File: src/rtl/tdm_pkg.sv
// Shared types, constants and beat-capture helper for the 4-slot TDM receive path.
package tdm_pkg;

  typedef enum logic {
    IDLE = 1'b0,
    RECV = 1'b1
  } state_t;

  localparam int SLOTS           = 4;
  localparam int SLOT_W          = 2;
  localparam int TIMEOUT_DEFAULT = 15;

  // A high (inactive) section strobe forces that section's bit to 0, as the mux would.
  function automatic logic [1:0] tdm_cap(input logic [1:0] y, input logic [1:0] s);
    return y & ~s;
  endfunction

endpackage

File: src/rtl/tdm_timeout_cnt.sv
// Idle-cycle counter: clears on demand, counts while inc is high, flags the cycle it would reach TIMEOUT.
module tdm_timeout_cnt #(
  parameter int TIMEOUT = 15
) (
  input  logic clk,
  input  logic rst_n,
  input  logic clr,
  input  logic inc,
  output logic expire
);

  localparam int TW = $clog2(TIMEOUT + 1);

  logic [TW-1:0] count_reg;

  // Expiry is combinational so the owner can react on the same edge the count would hit TIMEOUT.
  assign expire = inc & ~clr & (count_reg == TW'(TIMEOUT - 1));

  always_ff @(posedge clk or negedge rst_n) begin
    if (!rst_n) begin
      count_reg <= '0;
    end else if (clr || expire) begin
      count_reg <= '0;
    end else if (inc) begin
      count_reg <= count_reg + 1'b1;
    end
  end

endmodule

File: src/rtl/tdm_demux4.sv
// Receive side of a 4-slot TDM link: steers 2-bit beats into shadow bits and commits {d1, d2} per frame.
module tdm_demux4
  import tdm_pkg::*;
#(
  parameter int TIMEOUT = TIMEOUT_DEFAULT
) (
  input  logic              clk,
  input  logic              rst_n,
  input  logic              in_valid,
  input  logic              in_sync,
  input  logic [1:0]        in_y,
  input  logic [1:0]        in_s,
  output logic [SLOTS-1:0]  d1,
  output logic [SLOTS-1:0]  d2,
  output logic              done,
  output logic              err,
  output logic              busy,
  output logic [SLOT_W-1:0] slot
);

  state_t            state_reg, state_next;
  logic [SLOT_W-1:0] slot_reg;
  logic [SLOTS-1:0]  d1_reg, d2_reg;
  logic              done_reg, err_reg;

  // Only slots 0..2 need shadow storage; slot 3 is taken straight from the beat at commit.
  logic [SLOTS-2:0]  sh1, sh2;

  logic [1:0]        cap;
  logic              start_frame, capture, commit, abort_sync, timeout;
  logic              tmr_inc, tmr_clr, tmr_expire;

  assign cap = tdm_cap(in_y, in_s);

  assign tmr_inc = (state_reg == RECV) && !in_valid;
  assign tmr_clr = !tmr_inc;
  assign timeout = tmr_expire;

  tdm_timeout_cnt #(
    .TIMEOUT (TIMEOUT)
  ) u_timeout (
    .clk    (clk),
    .rst_n  (rst_n),
    .clr    (tmr_clr),
    .inc    (tmr_inc),
    .expire (tmr_expire)
  );

  always_ff @(posedge clk or negedge rst_n) begin
    if (!rst_n) begin
      state_reg <= IDLE;
    end else begin
      state_reg <= state_next;
    end
  end

  always_comb begin
    state_next = state_reg;
    case (state_reg)
      IDLE:    if (in_valid && in_sync) state_next = RECV;
      RECV:    if (commit || timeout)   state_next = IDLE;
      default: state_next = IDLE;
    endcase
  end

  always_comb begin
    start_frame = 1'b0;
    capture     = 1'b0;
    commit      = 1'b0;
    abort_sync  = 1'b0;
    case (state_reg)
      IDLE: start_frame = in_valid && in_sync;
      RECV: begin
        if (in_valid) begin
          if (in_sync) begin
            start_frame = 1'b1;
            abort_sync  = 1'b1;
          end else if (slot_reg == SLOT_W'(SLOTS - 1)) begin
            commit = 1'b1;
          end else begin
            capture = 1'b1;
          end
        end
      end
      default: ;
    endcase
  end

  always_ff @(posedge clk or negedge rst_n) begin
    if (!rst_n) begin
      slot_reg <= '0;
      d1_reg   <= '0;
      d2_reg   <= '0;
      done_reg <= 1'b0;
      err_reg  <= 1'b0;
    end else begin
      done_reg <= commit;
      err_reg  <= abort_sync || timeout;
      if (start_frame) begin
        slot_reg <= SLOT_W'(1);
      end else if (capture) begin
        slot_reg <= slot_reg + 1'b1;
      end else if (commit || timeout) begin
        slot_reg <= '0;
      end
      if (commit) begin
        d1_reg <= {cap[0], sh1};
        d2_reg <= {cap[1], sh2};
      end
    end
  end

  genvar gi;
  generate
    for (gi = 0; gi < SLOTS - 1; gi++) begin : g_slot
      logic [1:0] pair_reg;

      // A new sync wipes any partial frame so stale bits can never leak into a commit.
      always_ff @(posedge clk or negedge rst_n) begin
        if (!rst_n) begin
          pair_reg <= 2'b00;
        end else if (timeout) begin
          pair_reg <= 2'b00;
        end else if (start_frame) begin
          pair_reg <= (gi == 0) ? cap : 2'b00;
        end else if (capture && (slot_reg == SLOT_W'(gi))) begin
          pair_reg <= cap;
        end
      end

      assign sh1[gi] = pair_reg[0];
      assign sh2[gi] = pair_reg[1];
    end
  endgenerate

  assign d1   = d1_reg;
  assign d2   = d2_reg;
  assign done = done_reg;
  assign err  = err_reg;
  assign busy = (state_reg == RECV);
  assign slot = slot_reg;

endmodule

File: config.mk
export PLATFORM = sky130hd
export DESIGN_NAME = tdm_demux4
export DESIGN_NICKNAME = d
export VERILOG_FILES = /design/src/rtl/tdm_pkg.sv /design/src/rtl/tdm_timeout_cnt.sv /design/src/rtl/tdm_demux4.sv
export SDC_FILE = /design/constraint.sdc
export NUM_CORES = 1
export LEC_CHECK = 0
export CAP_MARGIN = 20
export CORE_MARGIN = 2
export CORE_UTILIZATION = 51
export DETAILED_ROUTE_END_ITERATION = 8
export PLACE_DENSITY = 0.78
export SLEW_MARGIN = 20
export SYNTH_ARGS = -nofsm -noshare
export SYNTH_HDL_FRONTEND = slang
export SYNTH_SLANG_ARGS = --single-unit
File: constraint.sdc
create_clock -name clk -period 1.8 [get_ports clk]
set_input_delay 0.27 -clock clk [delete_from_list [all_inputs] [get_ports clk]]
set_output_delay 0.27 -clock clk [all_outputs]
set_load 0.01 [all_outputs]
### Word-level counts from Yosys, hierarchy flattened

Index checks and enable logic that the tools add are counted.
Widths: inputs -> output; s select.

| word-level totals | value |
|---|---|
| register bits after elaboration | 23 |
| input port bits | 8 |

| operators by class | value |
|---|---|
| add/sub/neg operators | 2 |
| equality and inequality tests | 4 |
| muxes and demuxes | 29 |
| bitwise operators | 4 |
| reductions and logical operators | 16 |

Operators with widths:

| operator | count |
|---|---|
| $mux 2 | 12 |
| $mux 1 | 13 |
| $reduce_bool 3->1 | 4 |
| $mux 4 | 2 |
| $logic_and 1x1->1 | 5 |
| $add 4x1->4 const B | 1 |
| $eq 2x2->1 const B | 2 |
| $eq 4x4->1 const B | 1 |
| $pmux 1 s2 | 2 |
| $logic_or 1x1->1 | 3 |
| $add 2x1->2 const B | 1 |
| $and 2x2->2 | 1 |
| $eq 2x1->1 const B | 1 |
| $logic_not 1->1 | 2 |
| $logic_not 2->1 | 1 |
| $not 2->2 | 1 |
| $reduce_bool 2->1 | 1 |
| $and 1x1->1 | 1 |
| $not 1->1 | 1 |

### Depth between registers and ports, before layout

| logic depth | value |
|---|---|
| word-level depth | 9 |
| mapped depth | 5 |

### By module

Synthesis repeated with hierarchy kept, for this count alone.

| unflattened totals | value |
|---|---|
| cell total of the unflattened synthesis | 97 |
| area total of the unflattened synthesis | 1169.9 um2 |

By module, submodules not included:

| module | instances | cells an instance | area each (um2) | seq. area each (um2) |
|---|---|---|---|---|
| tdm_demux4 | 1 | 76 | 954.7 | 475.5 |
| tdm_timeout_cnt | 1 | 21 | 215.2 | 100.1 |

### Least setup slack after synthesis

No wires, ideal clock.

| timing path | value |
|---|---|
| kind | reg2reg |
| start point | register slot_reg[0], in the netlist slot[0] |
| end point | register g_slot[0].pair_reg[0] |
| library setup time | 0.125 ns |
| arrival time | 1.331 ns |
| data required time | 1.675 ns |
| slack | 0.344 ns |
| cell stages (with the launch flop) | 5 |
| path buffers | 0 |
| period minus slack after synthesis | 1.456 ns |
| cells stage by stage | dfrtp_1 -> ha_1 -> nand4b_1 -> o211ai_2 -> mux2_4 |

| on the way | value |
|---|---|
| word-level cells in the longest chain between the ends | 7 |
| elaborated cells between the ends (all ways) | 8 |
| classes of those cells | 1 x eq/ne; 4 x mux; 3 x reduce/logical |

Ends and longest elaborated chain:

| element | line | text |
|---|---|---|
| start, declared | tdm_demux4.sv:22 | `logic [SLOT_W-1:0] slot_reg;` |
| start signal, assigned | tdm_demux4.sv:102 | `slot_reg <= slot_reg + 1'b1;` |
| $eq 2x2->1 | tdm_demux4.sv:78 | `end else if (slot_reg == SLOT_W'(SLOTS - 1)) begin` |
| $mux 1 | tdm_demux4.sv:78 |  |
| $mux 1 | tdm_demux4.sv:75 | `if (in_sync) begin` |
| $mux 1 | tdm_demux4.sv:74 | `if (in_valid) begin` |
| $mux 1 | tdm_demux4.sv:71 | `case (state_reg)` |
| $logic_and 1x1->1 * | tdm_demux4.sv:126 | `end else if (capture && (slot_reg == SLOT_W'(gi))) begin` |
| $reduce_bool 3->1 (no source line) * | -- |  |
| end signal, assigned | tdm_demux4.sv:125 | `pair_reg <= (gi == 0) ? cap : 2'b00;` |
| end signal, assigned | tdm_demux4.sv:127 | `pair_reg <= cap;` |
| end, declared | tdm_demux4.sv:116 | `logic [1:0] pair_reg;` |

Mark *: on every way between the ends. The rest lies on a longest branch, timed or not.
A chain may end at the register's enable or synchronous reset.

### Worst setup path after layout

| timing path | value |
|---|---|
| start point | register state_reg, in the netlist busy |
| end point | output port busy |

RTL lines:

| element | line | text |
|---|---|---|
| start, declared | tdm_demux4.sv:21 | `state_t state_reg, state_next;` |
| start signal, assigned | tdm_demux4.sv:53 | `state_reg <= state_next;` |
| end, declared | tdm_demux4.sv:17 | `output logic busy,` |

No word-level cell between the ends.

==> results.yml <==
outcome:
  status: "complete, no violations"
worst_setup_path:
  cp-end-kind: "output pin"
  cp.arrival_ns: 1.41
  crit_chain: "clkdlybuf4s50_1"
  cpPeakStageDelay_ns: 0.58
  crit_path_start_kind: "register"
  worstPathRequired_ns: 1.53
  path_delay_family: "buffers and inverters"
  crit_path_top_delay_cell: "clkdlybuf4s50_1"
  crit_buf_inv: 1
  critPathKind: "reg2out"
  cp_max_fo: 13
  r2r_slack_ns: 0.23
drt:
  first_pass_iters: 2
  antenna_left: 0
  drt_iter0_drc: 2
  met1_length_um: 993
  num_vias: 808
  viasPerCell: 5.213
  wl_per_cell_um: 13.80
  wl_met3_um: 48
  wl_um: 2139
  highest_layer: "met4"
  wl_met2_um: 1079
  drc_errors: 0
floorplanning:
  die-area_um2: 2685
  dieWidth_um: 51.82
  die_height_um: 51.82
  initial_core_util_pct: 53.23
  core_um2: 2191
  num_rows: 17
  io_pins: 21
sta:
  fin_skew_ns: 0.006817
  rsz0062_at_grt: "no"
  finalWorstSetupSlack_ns: 0.1239
  hold_slack_ns: 0.2978
  slew_headroom_pct: 80.17
  min_period_ns: 1.676
  fin_crit_sh_pct: 93.11
  worstMarginPinSlew_ns: 0.2974
  max_freq_mhz: 596.6
  slew_viol_final: 0
  setup_violations: 0
  hold_viol: 0
synthesis:
  synth-seq-cells: 23
  syn_area_um2: 1166
  post-synth-top-area-cell: "dfrtp_1"
  seq_area_frac_synth_pct: 49.36
  synthFlopType: "dfrtp_1"
  synth_area_leaders: "dfrtp_1, mux2_4, ha_1"
  synth_edf_count: 0
  yosysUniqueCellTypes: 29
  yosysWarnings: 0
  syn_nets: 116
  syn_area_per_cell_um2: 11.43
  async_flop_share_pct: 100.0
  synth_top_area_share_pct: 49.36
  netlist_instances: 102
clock_tree:
  clk_pin_slew_ns: 0.13
  cts_tree: "done"
  root_buffer: "clkbuf_4"
  clk_latency_ns: 0.31
  htree_levels: 1
  numCtsBuffers: 3
  cts-hold-fix-buffers: 0
  clock_sinks: 23
  clock_path_buffers: 2
final_layout:
  largest_reg_flops: 6
  most-common-layout-cells: "dfrtp_1, clkdlybuf4s50_1, o21ai_0"
  antenna_cells: 0
  fin_cells: 155
  layout_commonest_cell: "dfrtp_1"
  final_layout_size_suffix_gt1_share_pct: 17.32
  areaGrowthSynthToFinish_pct: 23.71
  postLayoutCoreUtil_pct: 65.85
  finalNetCount: 142
global_route:
  grt_pass1_wl_um: 3657
  grt_overflow_total: 0
  antenna_found_initial: 0
  grt_max_degree: 24
  grt.total_usage_pct: 19.05
  grt_pass1_vias: 839
run:
  max_cap_violations: 0
power:
  irDropWorstVdd_v: 0.0006713
  power_density_nw_per_um2: 1054
  p_leak_nw: 0.6895
  totalPowerFinal_mw: 1.521
placed_design:
  post-place-ws_ns: -0.01840
  dp_hpwl_um: 1598
  placedCellCount: 151
  place_congestion: 0.7568
  port_buffers: 20
worst_hold_path:
  hold_path_class: "in2async"
## through the flow
stage	cell area, um2	setup TNS (ns)
after floorplan	1166	0
after global placement	1405	0
after detailed placement	1405	-0.07603
after CTS	1433	0
after global routing	1443	0
final	1443	0
## power breakdown
| group | leakage, nW | total, mW | internal, mW | switching (mW) |
|---|---|---|---|---|
| clock network | 0.0177 | 0.236 | 0.0829 | 0.153 |
| registers | 0.304 | 0.729 | 0.627 | 0.102 |
| logic | 0.368 | 0.556 | 0.314 | 0.242 |
| total | 0.689 | 1.52 | 1.02 | 0.498 |
## path summary, 6_finish.rpt
check,end,cells past startpoint,startpoint
worst min register to register,u_timeout.count_reg[0],1,u_timeout.count_reg[0]
worst max register to register,d1[2],3,slot[0]
worst max-delay path,busy,1,busy
max in group asynchronous,busy,2,rst_n
worst min-delay path,g_slot[1].pair_reg[1],2,rst_n
min in group clk,u_timeout.count_reg[0],1,u_timeout.count_reg[0]
## cells by family after synthesis
logic type	after synthesis	share of synthesized area, %
AO/OA/AOI/OAI	18	8.906
adder cells (fa/ha/maj)	6	6.438
multiplexers	8	9.978
AND/OR/NAND/NOR	38	20.28
flip-flops	23	49.36
buffers and inverters	7	3.540
XOR/XNOR	2	1.502
## final cells by class
class / instances / area [um2]
Sequential cell: 23 / 576.8
Fill cell: 178 / 748.2
Tap cell: 28 / 35.03
Multi-Input combinational cell: 72 / 558.0
Clock buffer: 3 / 22.52
Clock inverter: 1 / 5.005
Timing Repair Buffer: 24 / 230.2
Inverter: 4 / 15.01
## cells in the mapped netlist (all sizes together), types with 2 or more instances
library cell / count
dfrtp: 23
and3b: 2
buf: 3
and2b: 3
o21ai: 9
a21oi: 7
inv: 4
mux2: 8
nand3: 6
nand2: 6
nand3b: 3
nor2b: 2
nor2: 5
nand4b: 2
ha: 6
nand2b: 5
## routing by layer
layer / up-vias / GRT usage [%]
li1: 404 / -
met1: 390 / 23.73
met2: 12 / 32.69
met3: 2 / 2.586
met4: 0 / 8.772
met5: - / 0
## timing repair
item	in CTS	in global routing
gates resized for setup	0	2
buffers inserted	0	0
setup endpoints to repair	0	6
No activity file was read; power rests on OpenSTA's default activity.
